`src/rtl/arb_pkg.sv`:
```
// Shared sizing helpers for the round-robin stream arbiter.
package arb_pkg;

  // Width of a source index; never narrower than one bit.
  function automatic int unsigned id_width(input int unsigned n);
    return (n > 1) ? $clog2(n) : 1;
  endfunction

  // Pointer reset value: the last index, so that index 0 has first priority.
  function automatic int unsigned last_reset(input int unsigned n);
    return n - 1;
  endfunction

endpackage

```
`src/rtl/rr_priority_pick.sv`:
```
// Combinational wrap-around priority search: the first set request bit at or after start.
module rr_priority_pick
  import arb_pkg::*;
#(
  parameter  int unsigned NumInputs = 4,
  localparam int unsigned IdWidth   = id_width(NumInputs)
) (
  input  logic [NumInputs-1:0] req,
  input  logic [IdWidth-1:0]   start,
  output logic                 found,
  output logic [IdWidth-1:0]   index
);

  // Walk the requests from start with wrap; the first hit wins.
  always_comb begin
    found = 1'b0;
    index = '0;
    for (int unsigned i = 0; i < NumInputs; i++) begin
      if (!found && req[IdWidth'((32'(start) + i) % NumInputs)]) begin
        found = 1'b1;
        index = IdWidth'((32'(start) + i) % NumInputs);
      end
    end
  end

endmodule

```
`src/rtl/rr_stream_arbiter.sv`:
```
// Round-robin arbiter merging NumInputs valid/ready streams into one registered
// output stream, with an optional per-source burst lock of up to MaxBurst beats.
module rr_stream_arbiter
  import arb_pkg::*;
#(
  parameter  int unsigned NumInputs = 4,
  parameter  int unsigned DataWidth = 8,
  parameter  int unsigned MaxBurst  = 1,
  localparam int unsigned IdWidth   = id_width(NumInputs)
) (
  input  logic                                clk,
  input  logic                                rst,
  input  logic [NumInputs-1:0]                s_valid,
  output logic [NumInputs-1:0]                s_ready,
  input  logic [NumInputs-1:0][DataWidth-1:0] s_data,
  output logic                                m_valid,
  input  logic                                m_ready,
  output logic [DataWidth-1:0]                m_data,
  output logic [IdWidth-1:0]                  m_id
);

  localparam int unsigned          CntWidth = $clog2(MaxBurst + 1);
  localparam logic [CntWidth-1:0]  CntMax   = CntWidth'(MaxBurst - 1);
  localparam logic [IdWidth-1:0]   LastIdx  = IdWidth'(NumInputs - 1);
  localparam logic [IdWidth-1:0]   LastRst  = IdWidth'(last_reset(NumInputs));

  logic [IdWidth-1:0]  last;
  logic [CntWidth-1:0] burst_cnt;

  logic                load_c;
  logic [IdWidth-1:0]  start_c;
  logic                hold_c;
  logic                pick_found_c;
  logic [IdWidth-1:0]  pick_idx_c;
  logic                grant_found_c;
  logic [IdWidth-1:0]  grant_c;
  logic [CntWidth-1:0] next_cnt_c;

  // Search begins just after the most recent grant and wraps back to it.
  always_comb begin
    load_c  = !m_valid || m_ready;
    start_c = (last == LastIdx) ? '0 : last + IdWidth'(1);
  end

  rr_priority_pick #(
    .NumInputs (NumInputs)
  ) u_pick (
    .req   (s_valid),
    .start (start_c),
    .found (pick_found_c),
    .index (pick_idx_c)
  );

  // Burst lock keeps the current source while it stays valid and has beats left.
  always_comb begin
    hold_c        = s_valid[last] && (burst_cnt < CntMax);
    grant_found_c = hold_c || pick_found_c;
    grant_c       = hold_c ? last : pick_idx_c;
    next_cnt_c    = (burst_cnt >= CntMax) ? CntMax : burst_cnt + CntWidth'(1);
  end

  // One-hot ready toward the granted source when the output slot can take a beat.
  always_comb begin
    s_ready = '0;
    if (!rst && load_c && grant_found_c) begin
      s_ready[grant_c] = 1'b1;
    end
  end

  // Output register, round-robin pointer and burst counter.
  always_ff @(posedge clk) begin
    if (rst) begin
      m_valid   <= 1'b0;
      m_data    <= '0;
      m_id      <= '0;
      last      <= LastRst;
      burst_cnt <= '0;
    end else if (load_c) begin
      if (grant_found_c) begin
        m_valid   <= 1'b1;
        m_data    <= s_data[grant_c];
        m_id      <= grant_c;
        last      <= grant_c;
        burst_cnt <= (grant_c == last) ? next_cnt_c : '0;
      end else begin
        m_valid <= 1'b0;
      end
    end
  end

endmodule
```
`config.mk`:
```
export PLATFORM = sky130hd
export DESIGN_NAME = rr_stream_arbiter
export DESIGN_NICKNAME = d
export VERILOG_FILES = /design/src/rtl/arb_pkg.sv /design/src/rtl/rr_priority_pick.sv /design/src/rtl/rr_stream_arbiter.sv
export SDC_FILE = /design/constraint.sdc
export NUM_CORES = 1
export LEC_CHECK = 0
export CAP_MARGIN = 0
export CORE_ASPECT_RATIO = 0.6
export CORE_UTILIZATION = 30
export DETAILED_ROUTE_END_ITERATION = 6
export PLACE_DENSITY = 0.76
export SETUP_SLACK_MARGIN = 0.3
export SYNTH_ARGS = -nofsm -noshare
export SYNTH_HDL_FRONTEND = slang
export SYNTH_SLANG_ARGS = --single-unit
```
`constraint.sdc`:
```
create_clock -name clk -period 2.4 [get_ports clk]
set_input_delay 0.48 -clock clk [delete_from_list [all_inputs] [get_ports clk]]
set_output_delay 0.48 -clock clk [all_outputs]
set_load 0.01 [all_outputs]
```
### Word-level counts from Yosys, hierarchy flattened

Cells that the tools add are included.

* memory bits (read-only): 0
* register bits after elaboration: 14
* bits of input ports: 39
* output and inout port bits: 15
* logic and storage cells: 64
* memories: 0
* latch bits: 0
* bits in writable memories: 0

* shift operators: 0
* $mul: 0
* mux-type cells: 28
* add/subtract/negate cells: 5
* div/mod/pow operators: 0
* $lt $le $gt $ge: 9
* equality and inequality tests: 2
* reductions and logical operators: 15
* bitwise logic cells: 0

Operators by type and width (count)
* 2-bit by 3-bit less-than comparator with 1-bit output (second input constant): 6
* 8-bit binary-select mux with 2-bit select: 1
* 1-bit two-way mux: 13
* 2-bit two-way mux: 6
* 1-bit binary-select mux with 2-bit select: 5
* 8-bit two-way mux: 1
* 1-bit logical AND: 7
* 1-bit zero test: 5
* 2-bit by 1-bit adder with 2-bit output (second input constant): 2
* 2-bit adder (second input constant): 2
* 4-bit two-way mux: 1
* 1-bit demux with 2-bit select: 1
* 2-bit equality test: 1
* 2-bit equality test (second input constant): 1
* 2-bit by 1-bit greater-or-equal comparator with 1-bit output (second input constant): 1
* 1-bit logical OR: 2
* 2-bit AND reduction: 1
* 1-bit adder (second input constant): 1
* 1-bit greater-or-equal comparator (second input constant): 1
* 1-bit less-than comparator (second input constant): 1

### Depth between registers and ports, before layout

* depth after elaboration: 20
* mapped depth: 7

### Cells and area by module

From an unflattened synthesis, not the netlist that was laid out.

* cell total of the unflattened synthesis: 89
* area, all modules: 838.3 um^2

Modules (own cells, without submodules)
* rr_stream_arbiter: instances 1, area an instance 760.7 um^2, cells each 74
* rr_priority_pick: instances 1, area an instance 77.6 um^2, cells each 15

### Least setup slack after synthesis

Ideal clock, no wire load.

* path type: reg2out
* from: register last[0]
* to: output s_ready[3]
* arrival: 2048 ps
* cell stages (with the launch flop): 8
* setup slack: -128 ps
* required time: 1920 ps
* buffers on the path: 1
* cell sequence: dfxtp_1 ha_1 nor2b_1 and2_1 nor3_1 clkbuf_1 nand3_1 nor4_1

* cells in the longest elaborated chain, start to end: 20
* elaborated cells on any way between the ends: 40

RTL lines
* from (decl): RTL line rr_stream_arbiter.sv:27 `logic [IdWidth-1:0] last;`
* from (signal assigned): RTL line rr_stream_arbiter.sv:76 `last <= LastRst;`
* from (signal assigned): RTL line rr_stream_arbiter.sv:83 `last <= grant_c;`
* branches (longest 19 deep; another with 2-bit by 1-bit adder with 2-bit output)
* 4-bit two-way mux (*): RTL line rr_stream_arbiter.sv:65 `if (!rst && load_c && grant_found_c) begin`
* to (decl): RTL line rr_stream_arbiter.sv:14 `output logic [NumInputs-1:0] s_ready,`

Mark *: on every way between the ends. The select of a mux whose other input is x is not followed.

### Worst setup path in the final report

* from: register last[0]
* to: output s_ready[0]

The elaborated chain is that of the path after synthesis.

==> flow_summary_export.csv <==
group,metric,value,unit
yosys,cell_area_synth,970,µm²
critical_path,crit-reg2reg-capture,"m_data[4]",
floorplan,dieArea,3470,µm²
yosys,synth-seq-cells,13,
yosys,syn-num-nets,155,
critical_path,launch_point_of_the_worst_reg_to_reg_path,"last[0]",
global_routing,globalRouteMet1Util,0.271,
clocking,cts_sinks,13,
critical_path,r2r.worst_path.cells,10,
clocking,cts_tree,"yes",
timing,slew-limit-headroom,0.781,
yosys,synth_most_common_cell,"sky130_fd_sc_hd__nand2_1",
critical_path,worst_path_maximum_fanout,4,
timing,hold_slack,459,ps
drt,num_vias,1312,
critical_path,ff2ff_setup_slack,80,ps
timing,maximum_clock_frequency,406,MHz
yosys,area_leader_netlist,"sky130_fd_sc_hd__dfxtp_1",
cells_and_area,fillerInstances,247,
critical_path,critical_path_buf_inv_count,1,
cells_and_area,nNetsFinal,244,
timing,worst_clock_skew,6.74,ps
timing,setup_repair_after_global_routing_missed_its_margin,"true",
timing,fin_tns_setup,-83.8,ps
floorplan,chipHeight,46.0,µm
critical_path,crit_arrival,1980,ps
drt,detail_route.first_pass.iterations,4,
clocking,cts-root-to-sink-buffers,2,
yosys,syn_avg_cell_area,8.43,µm²
clocking,worstSkewPairLatency,240,ps
drt,viasPerCell,5.36,
cells_and_area,syn_to_final_growth,102,%
critical_path,cp-start-kind,"flop",
floorplan,io-pin-count,54,
global_routing,grt_antenna_before_repair,0,
timing,setup_ws,-61.5,ps
timing,slew_violations,0,
critical_path,criticalPathCategory,"flop to primary output",
floorplan,rows,15,
timing,finalSetupViolCount,3,
clocking,clk_pin_slew_worst_setup_hold_paths,50,ps
timing,worstMarginPinSlew,328,ps
yosys,post_synth_inst_count,115,
yosys,async_flop_share,0,
global_routing,grt_max_degree,22,
critical_path,required,1920,ps
clocking,cts_root_buffer,"sky130_fd_sc_hd__clkbuf_8",
critical_path,critPathCaptureType,"primary output",
global_routing,gr-usage-all-layers,0.224,
place,place.gp.congestion,0.890,
power,vdd.ir_drop.worst,0.000338,V
yosys,synth-edff-count,0,
yosys,synth_seq_area_share,0.268,
status,run_status,"complete, but fails checks",
cells_and_area,post_route_cells_drive_above_1_share,0.355,
drt,detail_route.drc_violations,0,
yosys,synth.top_cells.by_area,"sky130_fd_sc_hd__dfxtp_1, sky130_fd_sc_hd__o221ai_2, sky130_fd_sc_hd__mux2i_1, sky130_fd_sc_hd__nand2_1, sky130_fd_sc_hd__o21ai_0",
critical_path,critPathLaunch,"last[0]",
cells_and_area,antenna-diode-count,0,
drt,route.final.wire_length,3880,µm
floorplan,placeableCoreArea,2970,µm²
yosys,synth.top_cells.by_count,"sky130_fd_sc_hd__nand2_1, sky130_fd_sc_hd__o21ai_0, sky130_fd_sc_hd__dfxtp_1",
critical_path,cp-endpoint,"s_ready[0]",
critical_path,timing.critical_path.cells,"ha_4 -> nand2b_1 -> a21oi_2 -> nor3_4 -> or3_1 -> nor2_2 -> buf_2",
yosys,yosys.cell_types.count,27,
critical_path,cpPeakStageDelay,390,ps
drt,drt_iter0_drc,90,
status,failed_checks,"setup timing",
clocking,numCtsBuffers,3,
floorplan,fp.dieW,75.4,µm
timing,timing.final.crit_period,2460,ps
clocking,cts-htree-levels,1,
critical_path,worstSetupPathDepth,7,
yosys,ys_dominant_reg_cell,"sky130_fd_sc_hd__dfxtp_1",
floorplan,initial_utilization,0.327,
timing,finalHoldViolations,0,
global_routing,grt_util_met2,0.400,
global_routing,first_global_vias,1246,
critical_path,crit_slowest_cell,"sky130_fd_sc_hd__or3_1",
hold_path,worst_hold_path_type,"flop to flop",
global_routing,met3_usage,0.0442,
global_routing,grt_pass1_wl,5640,µm
cells_and_area,finalCoreUtilization,0.662,
timing,post-route-period-util,1.03,
place,dp_hpwl,2720,µm
global_routing,grt.overflow.total,0,
drt,antenna_viol_nets_final,0,
place,buffer_ports.inserted,53,
drt,wl_per_cell,15.8,µm
yosys,yosysWarnings,0,
critical_path,crit_family,"simple AND/OR/NAND/NOR gates",
power,total_leakage_power,0.792,nW
power,power.density,580,nW/µm²
flow_run,cap_violations,0,
yosys,synthDominantCellAreaShare,0.268,
global_routing,grt-busiest-layer,"met2",
[layer usage]
metal	wire (µm)	share of wire
met5	0	0
met4	100	0.026
met3	321	0.083
met2	1840	0.47
met1	1620	0.42
[where the power goes]
| group | internal, W | switching, W | leakage (nW) | total, W |
|---|---|---|---|---|
| Clock | 0.000117 | 0.0000837 | 0.0228 | 0.000201 |
| Combinational | 0.000369 | 0.000278 | 0.661 | 0.000647 |
| Sequential | 0.000256 | 0.0000350 | 0.108 | 0.000291 |
[sequential cells by signal, indices dropped and copies added, names as in the netlist]
register	flops
m_data	8
last	2
m_id	2
m_valid	1
[cells in the final DEF, fill, tap and decap left out, types with 5 or more instances in the layout]
master / n
sky130_fd_sc_hd__buf_4: 32
sky130_fd_sc_hd__mux2i_1: 10
sky130_fd_sc_hd__dfxtp_1: 11
sky130_fd_sc_hd__a21oi_1: 5
sky130_fd_sc_hd__nand2_1: 20
sky130_fd_sc_hd__o21ai_0: 14
sky130_fd_sc_hd__clkdlybuf4s50_1: 45
sky130_fd_sc_hd__o221ai_2: 7
sky130_fd_sc_hd__buf_6: 6
sky130_fd_sc_hd__a221o_1: 7
[how the worst min path moves through the flow]
stage / slack [ps] / from / cells after the start / endpoint
after detailed placement: 450 / m_id[1] / 2 / m_id[1]
after CTS: 460 / m_id[1] / 2 / m_id[1]
final: 460 / m_id[1] / 2 / m_id[1]
after global placement: 450 / m_id[1] / 2 / m_id[1]
after global routing: 480 / m_id[1] / 2 / m_id[1]
after floorplan: 470 / last[1] / 2 / last[1]
[logic make-up after synthesis]
family                     synth area share
AOI/OAI and AO/OA                     0.369
and+or+nand+nor                       0.199
DFF                                   0.268
buffers and inverters                0.0477
adders and majority gates            0.0129
muxes                                 0.103
[repair_timing]
action / in CTS / in global routing
hold buffers: 0 / 0
pin swaps: 9 / 5
gates resized for setup: 31 / 8
setup buffers: 10 / 6
hold endpoints to repair: 0 / 0
setup endpoints to repair: 12 / 12
[tightest hold or removal path, cell delays in order, from the launching register on]
cell                      delay (ps)
sky130_fd_sc_hd__dfxtp_1         300
sky130_fd_sc_hd__nand2_1          50
sky130_fd_sc_hd__a21oi_1          60
[metrics by stage]
step / area [µm²] / worst slack [ps] / total power, W / std cells
final: 1960 / -61.5 / 0.00114 / 245
after CTS: 1890 / -29.1 / 0.00108 / 239
after global placement: 1750 / -571 / 0.000799 / 225
after detailed placement: 1750 / -699 / 0.000818 / 225
after global routing: 1960 / -127 / 0.00119 / 245
after floorplan: 1040 / 194 / 0.000563 / 115
[cell type report]
cell class                 count  area [µm²]  area share
tap                           42        52.6      0.0268
inverter                       2        7.51     0.00383
timing repair buffer          92         828       0.422
clock buffer                   4        45.0      0.0230
multi-input combinational     92         763       0.389
sequential                    13         265       0.135
No activity file was read; power rests on OpenSTA's default activity.
